`src/rtl/pipe_control.sv`:
```
// Pipelined control for the five-stage RV32I(+M) core: ID decode, ID/EX, EX/MEM and MEM/WB
// control registers, load-use and multiply/divide stall generation, and bubble insertion.
module pipe_control #(
    parameter int ALUOP_W    = 2,
    parameter int REG_ADDR_W = 5,
    parameter int MULDIV_LAT = 4
) (
    input  logic                  clk_i,
    input  logic                  rst_i,
    input  logic                  valid_i,
    input  logic [6:0]            opcode_i,
    input  logic [6:0]            funct7_i,
    input  logic [REG_ADDR_W-1:0] rs1_i,
    input  logic [REG_ADDR_W-1:0] rs2_i,
    input  logic [REG_ADDR_W-1:0] rd_i,
    input  logic                  flush_i,
    output logic                  stall_o,
    output logic                  busy_o,
    output logic [ALUOP_W-1:0]    ex_aluop_o,
    output logic                  ex_alusrc_o,
    output logic                  ex_branch_o,
    output logic                  ex_muldiv_o,
    output logic                  ex_illegal_o,
    output logic                  mem_memread_o,
    output logic                  mem_memwrite_o,
    output logic                  wb_regwrite_o,
    output logic                  wb_memtoreg_o,
    output logic [REG_ADDR_W-1:0] wb_rd_o
);

    localparam logic [6:0] OP_R      = 7'b0110011;
    localparam logic [6:0] OP_IMM    = 7'b0010011;
    localparam logic [6:0] OP_LOAD   = 7'b0000011;
    localparam logic [6:0] OP_STORE  = 7'b0100011;
    localparam logic [6:0] OP_BRANCH = 7'b1100011;
    localparam logic [6:0] F7_MULDIV = 7'b0000001;

    localparam logic [ALUOP_W-1:0] ALU_OP_STORE  = ALUOP_W'(0);
    localparam logic [ALUOP_W-1:0] ALU_OP_BRANCH = ALUOP_W'(1);
    localparam logic [ALUOP_W-1:0] ALU_OP_REG    = ALUOP_W'(2);
    localparam logic [ALUOP_W-1:0] ALU_OP_IMM    = ALUOP_W'(3);

    localparam int CNT_W = (MULDIV_LAT > 1) ? $clog2(MULDIV_LAT) : 1;
    localparam logic [CNT_W-1:0] CNT_LOAD = CNT_W'(MULDIV_LAT - 1);

    typedef struct packed {
        logic [ALUOP_W-1:0]    aluop;
        logic                  alusrc;
        logic                  regwrite;
        logic                  memtoreg;
        logic                  memread;
        logic                  memwrite;
        logic                  branch;
        logic                  muldiv;
        logic                  illegal;
        logic [REG_ADDR_W-1:0] rd;
    } ex_ctrl_t;

    typedef struct packed {
        logic                  memread;
        logic                  memwrite;
        logic                  regwrite;
        logic                  memtoreg;
        logic [REG_ADDR_W-1:0] rd;
    } mem_ctrl_t;

    typedef struct packed {
        logic                  regwrite;
        logic                  memtoreg;
        logic [REG_ADDR_W-1:0] rd;
    } wb_ctrl_t;

    ex_ctrl_t  dec, id_ex;
    mem_ctrl_t ex_mem;
    wb_ctrl_t  mem_wb;
    logic [CNT_W-1:0] cnt;
    logic use_rs1, use_rs2, load_use, busy;

    always_comb begin
        dec     = '0;
        use_rs1 = 1'b0;
        use_rs2 = 1'b0;
        if (valid_i) begin
            case (opcode_i)
                OP_R: begin
                    dec.aluop    = ALU_OP_REG;
                    dec.regwrite = 1'b1;
                    dec.muldiv   = (funct7_i == F7_MULDIV);
                    use_rs1      = 1'b1;
                    use_rs2      = 1'b1;
                end
                OP_IMM: begin
                    dec.aluop    = ALU_OP_IMM;
                    dec.alusrc   = 1'b1;
                    dec.regwrite = 1'b1;
                    use_rs1      = 1'b1;
                end
                OP_LOAD: begin
                    dec.aluop    = ALU_OP_IMM;
                    dec.alusrc   = 1'b1;
                    dec.regwrite = 1'b1;
                    dec.memtoreg = 1'b1;
                    dec.memread  = 1'b1;
                    use_rs1      = 1'b1;
                end
                OP_STORE: begin
                    dec.aluop    = ALU_OP_STORE;
                    dec.alusrc   = 1'b1;
                    dec.memwrite = 1'b1;
                    use_rs1      = 1'b1;
                    use_rs2      = 1'b1;
                end
                OP_BRANCH: begin
                    dec.aluop  = ALU_OP_BRANCH;
                    dec.branch = 1'b1;
                    use_rs1    = 1'b1;
                    use_rs2    = 1'b1;
                end
                default: dec.illegal = 1'b1;
            endcase
        end
        // Non-writing ops carry rd=0 so downstream hazard/forwarding logic never matches them.
        dec.rd = dec.regwrite ? rd_i : '0;
    end

    assign load_use = id_ex.memread && (id_ex.rd != '0) &&
                      ((use_rs1 && (rs1_i == id_ex.rd)) || (use_rs2 && (rs2_i == id_ex.rd)));
    assign busy     = (cnt != '0);
    assign stall_o  = busy || (!flush_i && load_use);
    assign busy_o   = busy;

    always_ff @(posedge clk_i) begin
        if (rst_i) begin
            id_ex  <= '0;
            ex_mem <= '0;
            mem_wb <= '0;
            cnt    <= '0;
        end else begin
            mem_wb <= '{regwrite: ex_mem.regwrite, memtoreg: ex_mem.memtoreg, rd: ex_mem.rd};
            if (busy) begin
                // Multi-cycle op parks in EX; flush is deliberately ignored here.
                ex_mem <= '0;
                cnt    <= cnt - CNT_W'(1);
            end else begin
                ex_mem <= '{memread: id_ex.memread, memwrite: id_ex.memwrite,
                            regwrite: id_ex.regwrite, memtoreg: id_ex.memtoreg, rd: id_ex.rd};
                if (flush_i || load_use) begin
                    id_ex <= '0;
                end else begin
                    id_ex <= dec;
                    if (dec.muldiv) cnt <= CNT_LOAD;
                end
            end
        end
    end

    assign ex_aluop_o     = id_ex.aluop;
    assign ex_alusrc_o    = id_ex.alusrc;
    assign ex_branch_o    = id_ex.branch;
    assign ex_muldiv_o    = id_ex.muldiv;
    assign ex_illegal_o   = id_ex.illegal;
    assign mem_memread_o  = ex_mem.memread;
    assign mem_memwrite_o = ex_mem.memwrite;
    assign wb_regwrite_o  = mem_wb.regwrite;
    assign wb_memtoreg_o  = mem_wb.memtoreg;
    assign wb_rd_o        = mem_wb.rd;

endmodule
```
`config.mk`:
```
export PLATFORM = sky130hd
export DESIGN_NAME = pipe_control
export DESIGN_NICKNAME = d
export VERILOG_FILES = /design/src/rtl/pipe_control.sv
export SDC_FILE = /design/constraint.sdc
export NUM_CORES = 1
export LEC_CHECK = 0
export CORE_UTILIZATION = 44
export CTS_CLUSTER_DIAMETER = 100
export DETAILED_ROUTE_END_ITERATION = 7
export PLACE_DENSITY = 0.86
export SYNTH_ARGS = -nofsm -noshare
export SYNTH_HDL_FRONTEND = slang
export SYNTH_SLANG_ARGS = --single-unit
```
`constraint.sdc`:
```
create_clock -name clk_i -period 1.7 [get_ports clk_i]
set_input_delay 0.17 -clock clk_i [delete_from_list [all_inputs] [get_ports clk_i]]
set_output_delay 0.17 -clock clk_i [all_outputs]
set_load 0.03 [all_outputs]
```
==> results.toml, run 1 <==
[global_route]
grt_max_degree = 11
grtUsageTotal_pct = 22.5
grt_pass1_vias = 1368
grt_overflow_total = 0
grt_first_pass_wirelength_mm = 5.66
grt_antenna_before_repair = 0

[logic_synthesis]
yosys.area_share.adder_pct = 0.913
yosys_warnings = 0
synth_fp_nets = 181
synth_seq_cells = 31
synth_ff_type = "dfxtp_1"
synth_edf_count = 0
yosys.area_share.simple_pct = 26.0
yosysUniqueCellTypes = 39
seq_area_frac_synth_pct = 45.3
synth_top_family_by_area = "simple AND/OR/NAND/NOR gates"
syn_area_mm2 = 0.00137
synth_compound_area_share_pct = 15.8
synthMuxAreaShare_pct = 1.10
synth-async-reset-ratio_pct = 0
avgSynthCellArea_um2 = 9.32
synthCells = 147
synth_xor_area_share_pct = 6.39

[sta]
slew_headroom_pct = 75.4
min_period_ns = 1.84
setup_viol = 1
fin_crit_sh_pct = 108
grt_setup_unrepaired = "true"
slew_viol_final = 0
worst_pin_slew_ns = 0.367
max_freq_mhz = 544
fin_ws_ns = -0.139
final.setup_skew_ns = 0.0145
hold_viol = 0

[floorplan]
start_util_pct = 48.0
dieWidth_um = 57.8
core-area_mm2 = 0.00285
dieHeight_um = 57.8
fp-row-count = 19
pin_count = 50
die_area_mm2 = 0.00334

[critical_path]
path_class = "in -> out"
end_kind = "primary output"
required_ns = 1.53
timing.rr.start = "id_ex[0]"
critPathLaunch = "valid_i"
critPathLaunchType = "input pin"
worstPathArrival_ns = 1.67
critPathMaxFanout = 4

[cells_and_area]
final_util_pct = 75.2
final_area_mm2 = 0.00215
syn_to_final_growth_pct = 56.6
n_fill_cell = 187
drive_gt1_share_pct = 25.0
layout_common_cells = "42 x clkdlybuf4s50_1, 26 x dfxtp_1, 20 x buf_4"
nets = 249
final_common_cell = "clkdlybuf4s50_1"
antenna_cells = 0

[clock_network]
cts_sinks = 31
cts_tree = "yes"
cts.path.max_buffers = 2
holdBufCountCts = 0
htreeDepth = 2
clkTransAtPathRegs_ns = 0.10
cts-root-buf = "clkbuf_4"
worstSkewPairLatency_ns = 0.33
cts_made_buffers = 5

[routing]
wirelength_mm = 3.58
ant_nets = 0
vias = 1339
drc = 1
wl_per_cell_um = 14.5
drt_pass1_iterations = 8
avgViaCountPerCell = 5.42
drtIter0Drc = 85

[place]
hpwl_mm = 2.56
numPortBuffers = 49
place_ws_ns = -0.216
post_dp_cell_area_mm2 = 0.00198
place_congestion = 0.872

[min_path]
hp-class = "in -> reg"
worstHoldStart = "rd_i[1]"

[job]
cap_violations = 0

[power_and_ir_drop]
power_density_mw_per_mm2 = 855
peakVddDrop_mv = 0.621
leakagePower_nw = 0.847

[run_status]
status = "finished with violations"
violations = "DRC, setup timing"
final timing paths:
kind                    to  slack [ns]  cells after the start
max                stall_o       -0.14                      6
min               id_ex[1]        0.37                      3
max reg2reg  ex_aluop_o[1]        0.06                      6
min reg2reg     wb_rd_o[0]        0.45                      1
cells in the mapped netlist, drive strengths merged, types with 2 or more instances:
library cell	number	area, um2
a211oi	2	20.0
o31ai	2	15.0
nand4	2	18.8
dfxtp	31	621
xnor2	5	43.8
and2	8	50.1
a21oi	9	45.0
nor3b	2	20.0
clkbuf	2	7.51
o2111ai	5	50.0
nor3	4	25.0
buf	4	23.8
xor2	5	43.8
inv	8	30.0
nand3	3	15.0
o21ai	6	30.0
nand2	16	60.1
nor2	14	55.1
nor2b	8	50.1
worst max-delay path, cell delays in order:
cell	delay [ns]
clkdlybuf4s50_1	0.55
nand2_1	0.12
a211oi_4	0.29
nand2_2	0.12
o31ai_2	0.23
buf_4	0.19
final cells by class:
cell class | count | area (um2) | share of cell area (%)
flip-flops and latches | 31 | 637 | 29.7
well taps | 31 | 38.8 | 1.81
clock buffers | 5 | 37.5 | 1.75
repair buffers | 67 | 618 | 28.8
clock inverters | 3 | 15.0 | 0.700
inverters | 8 | 30.0 | 1.40
multi-input cells | 102 | 769 | 35.9
repair_timing:
action                     CTS  global route
resized for setup           22             4
buffers inserted             3             0
setup endpoints to repair    1             8
pin swaps                    9             0
gates cloned                 0             0
per-layer routing:
metal	vias to the layer above	GRT usage [%]	routed length, um
li1	635	-	-
met1	625	22.8	1400
met2	65	41.4	1890
met3	14	6.92	194
met4	0	11.6	90
met5	-	0	0
report_power, final:
part / switching, mW / internal (mW) / total (mW)
clock: 0.257 / 0.154 / 0.411
combinational: 0.353 / 0.307 / 0.660
sequential: 0.0114 / 0.752 / 0.764
total: 0.622 / 1.21 / 1.83
cells by family (layout without fill, tap and decap cells):
kind of cell | count (synthesis) | after routing
AO/OA/AOI/OAI | 28 | 28
multiplexers | 1 | 1
buffers and inverters | 14 | 83
XOR/XNOR | 10 | 10
AND/OR/NAND/NOR | 62 | 62
adder cells (fa/ha/maj) | 1 | 1
flip-flops | 31 | 31
sequential cells by signal (all words and copies together) (netlist names):
signal and cells:
id_ex 8, ex_branch_o 1, ex_muldiv_o 1, cnt 2
mem_memwrite_o 1, ex_mem 6, ex_illegal_o 1, ex_aluop_o 2
mem_memread_o 1, ex_alusrc_o 1, wb_regwrite_o 1, wb_rd_o 5
wb_memtoreg_o 1
per-stage QoR:
step,power (mW),std cells,hold WS (ns),TNS [ns]
global route,1.92,247,0.383,-0.159
floorplan,1.14,147,0.307,0
finish,1.83,247,0.375,-0.139
detailed placement,1.41,236,0.428,-2.38
global placement,1.40,236,0.423,-1.43
CTS,1.81,247,0.380,-0.0576
(Power assumes the default switching activity.)
==> run 2, diff against run 1 <==
--- a/config.mk
+++ b/config.mk
@@ -8,6 +8,7 @@
 export CORE_UTILIZATION = 44
 export CTS_CLUSTER_DIAMETER = 100
 export DETAILED_ROUTE_END_ITERATION = 7
+export GPL_TIMING_DRIVEN = 0
 export PLACE_DENSITY = 0.86
 export SYNTH_ARGS = -nofsm -noshare
 export SYNTH_HDL_FRONTEND = slang
==> run 2 against run 1 <==
The flow still finishes with violations (DRC, setup timing). Register-to-register slack lost 0.06 ns. Worst setup slack lost 0.0084 ns. Fmax shrank 0.45%. Clock skew shrank 0.0051 ns. Non-clock buffer count shrank 2. Hold slack lost 0.032 ns. Flip-flop and latch count is the same. Clock power grew 48%. Clock-buffer cell count grew 1. Critical path depth shrank 1. Critical endpoint unchanged. Largest power group unchanged. Highest routed layer unchanged.
==> results.toml, run 2 (synthesis results as in run 1) <==
[routing]
drt_pass1_iterations = 6
avgViaCountPerCell = 5.51
drc = 2
drtIter0Drc = 51
vias = 1351
wirelength_mm = 3.95
wl_per_cell_um = 16.1
ant_nets = 0

[power_and_ir_drop]
peakVddDrop_mv = 0.654
p_comb_share_pct = 35.4
p_clk_share_pct = 28.6
power_density_mw_per_mm2 = 956
power.switching_mw = 0.674
leakagePower_nw = 0.875
seqPwrFrac_pct = 36.0
switching_share_pct = 31.8
p_total_mw = 2.12
intPower_mw = 1.45

[floorplan]
die_area_mm2 = 0.00334
start_util_pct = 48.0
fp-row-count = 19
core-area_mm2 = 0.00285
dieHeight_um = 57.8
dieWidth_um = 57.8
pin_count = 50

[critical_path]
worstPathArrival_ns = 1.68
required_ns = 1.53
end_kind = "primary output"
path_class = "reg -> out"
timing.rr.start = "id_ex[3]"
critPathLaunchType = "flop"
critPathLaunch = "id_ex[3]"
critPathMaxFanout = 5
r2r_end = "cnt[1]"
critPathCapture = "stall_o"
rr_worst_depth = 6
rrSetupSlack_ns = 0

[global_route]
grt_first_pass_wirelength_mm = 5.58
grt_max_degree = 11
grt_antenna_before_repair = 0
grtUsageTotal_pct = 22.4
grt_pass1_vias = 1277
grt_overflow_total = 0

[place]
post_dp_cell_area_mm2 = 0.00191
numPortBuffers = 49
place_congestion = 0.895
hpwl_mm = 2.36

[clock_network]
holdBufCountCts = 0
worstSkewPairLatency_ns = 0.34
clkTransAtPathRegs_ns = 0.10
htreeDepth = 2
cts_made_buffers = 5
cts.path.max_buffers = 2
cts_sinks = 31
cts_tree = "yes"
cts-root-buf = "clkbuf_4"

[cells_and_area]
syn_to_final_growth_pct = 62.0
nets = 247
drive_gt1_share_pct = 24.8
final_util_pct = 77.8
final_area_mm2 = 0.00222
n_fill_cell = 183
final_common_cell = "clkdlybuf4s50_1"
largest_register_ffs = 8
top_register = "id_ex"
regArea_um2 = 637
antenna_cells = 0
multiInputGateArea_um2 = 816
layout_common_cells = "40 x clkdlybuf4s50_1, 26 x dfxtp_1, 15 x nand2_1"

[sta]
hold_viol = 0
slew_viol_final = 0
final.setup_skew_ns = 0.00944
setup_viol = 2
max_freq_mhz = 541
fin_crit_sh_pct = 109
finalSetupTns_ns = -0.150
slew_headroom_pct = 69.6
min_period_ns = 1.85
grt_setup_unrepaired = "true"
worst_pin_slew_ns = 0.456
hold_ws_ns = 0.343
fin_ws_ns = -0.147

[run_status]
status = "finished with violations"
violations = "DRC, setup timing"

[min_path]
hp-class = "in -> reg"

[job]
cap_violations = 0
-- run 2: worst min-delay path by stage --
stage / startpoint / end / slack, ns / cells past startpoint
final: opcode_i[4] / id_ex[10] / 0.34 / 4
after global routing: opcode_i[4] / id_ex[10] / 0.36 / 4
after CTS: rd_i[0] / id_ex[0] / 0.38 / 3
after detailed placement: ex_mem[4] / wb_rd_o[4] / 0.42 / 1
after global placement: ex_mem[6] / wb_regwrite_o / 0.42 / 1
after floorplan: rd_i[0] / id_ex[0] / 0.31 / 2
-- run 2: layout make-up --
| class | instances | share of cell area, % |
|---|---|---|
| buffer | 6 | 1.86 |
| clock buffer | 6 | 2.31 |
| clock inverter | 2 | 1.58 |
| inverter | 8 | 1.35 |
| multi-input combinational | 102 | 36.8 |
| sequential | 31 | 28.7 |
| tap | 31 | 1.75 |
| timing repair buffer | 59 | 25.7 |
-- run 2: power groups by stage --
stage	Combinational (mW)	Sequential (mW)	Clock (mW)
floorplan	0.333	0.811	0
global placement	0.569	0.786	0
detailed placement	0.588	0.786	0
CTS	0.605	0.763	0.603
global route	0.791	0.768	0.630
finish	0.752	0.764	0.607
-- run 2: metal layers --
| metal | part of all wire [%] | global-route usage (%) |
|---|---|---|
| met3 | 6.7 | 4.24 |
| met4 | 3.1 | 15.3 |
| met2 | 52 | 38.8 |
| met1 | 38 | 24.9 |
| met5 | 0 | 0 |
-- run 2: repair_timing --
action	in CTS	in global routing
endpoints found under the setup margin	8	22
pin swaps	9	12
setup buffers	6	4
resized for setup	37	17
-- run 2: critical path, stage by stage, from the launching register on --
cell	delay [ns]
dfxtp_2	0.38
xnor2_2	0.23
nand3_2	0.12
a2bb2oi_4	0.19
o31ai_4	0.25
buf_6	0.17
-- run 2: per-stage QoR --
step           setup WS, ns  instances
6_report             -0.147        245
3_5_place_dp         -0.766        227
3_3_place_gp         -0.751        227
5_1_grt              -0.165        245
2_1_floorplan         0.105        147
4_1_cts             -0.0708        241
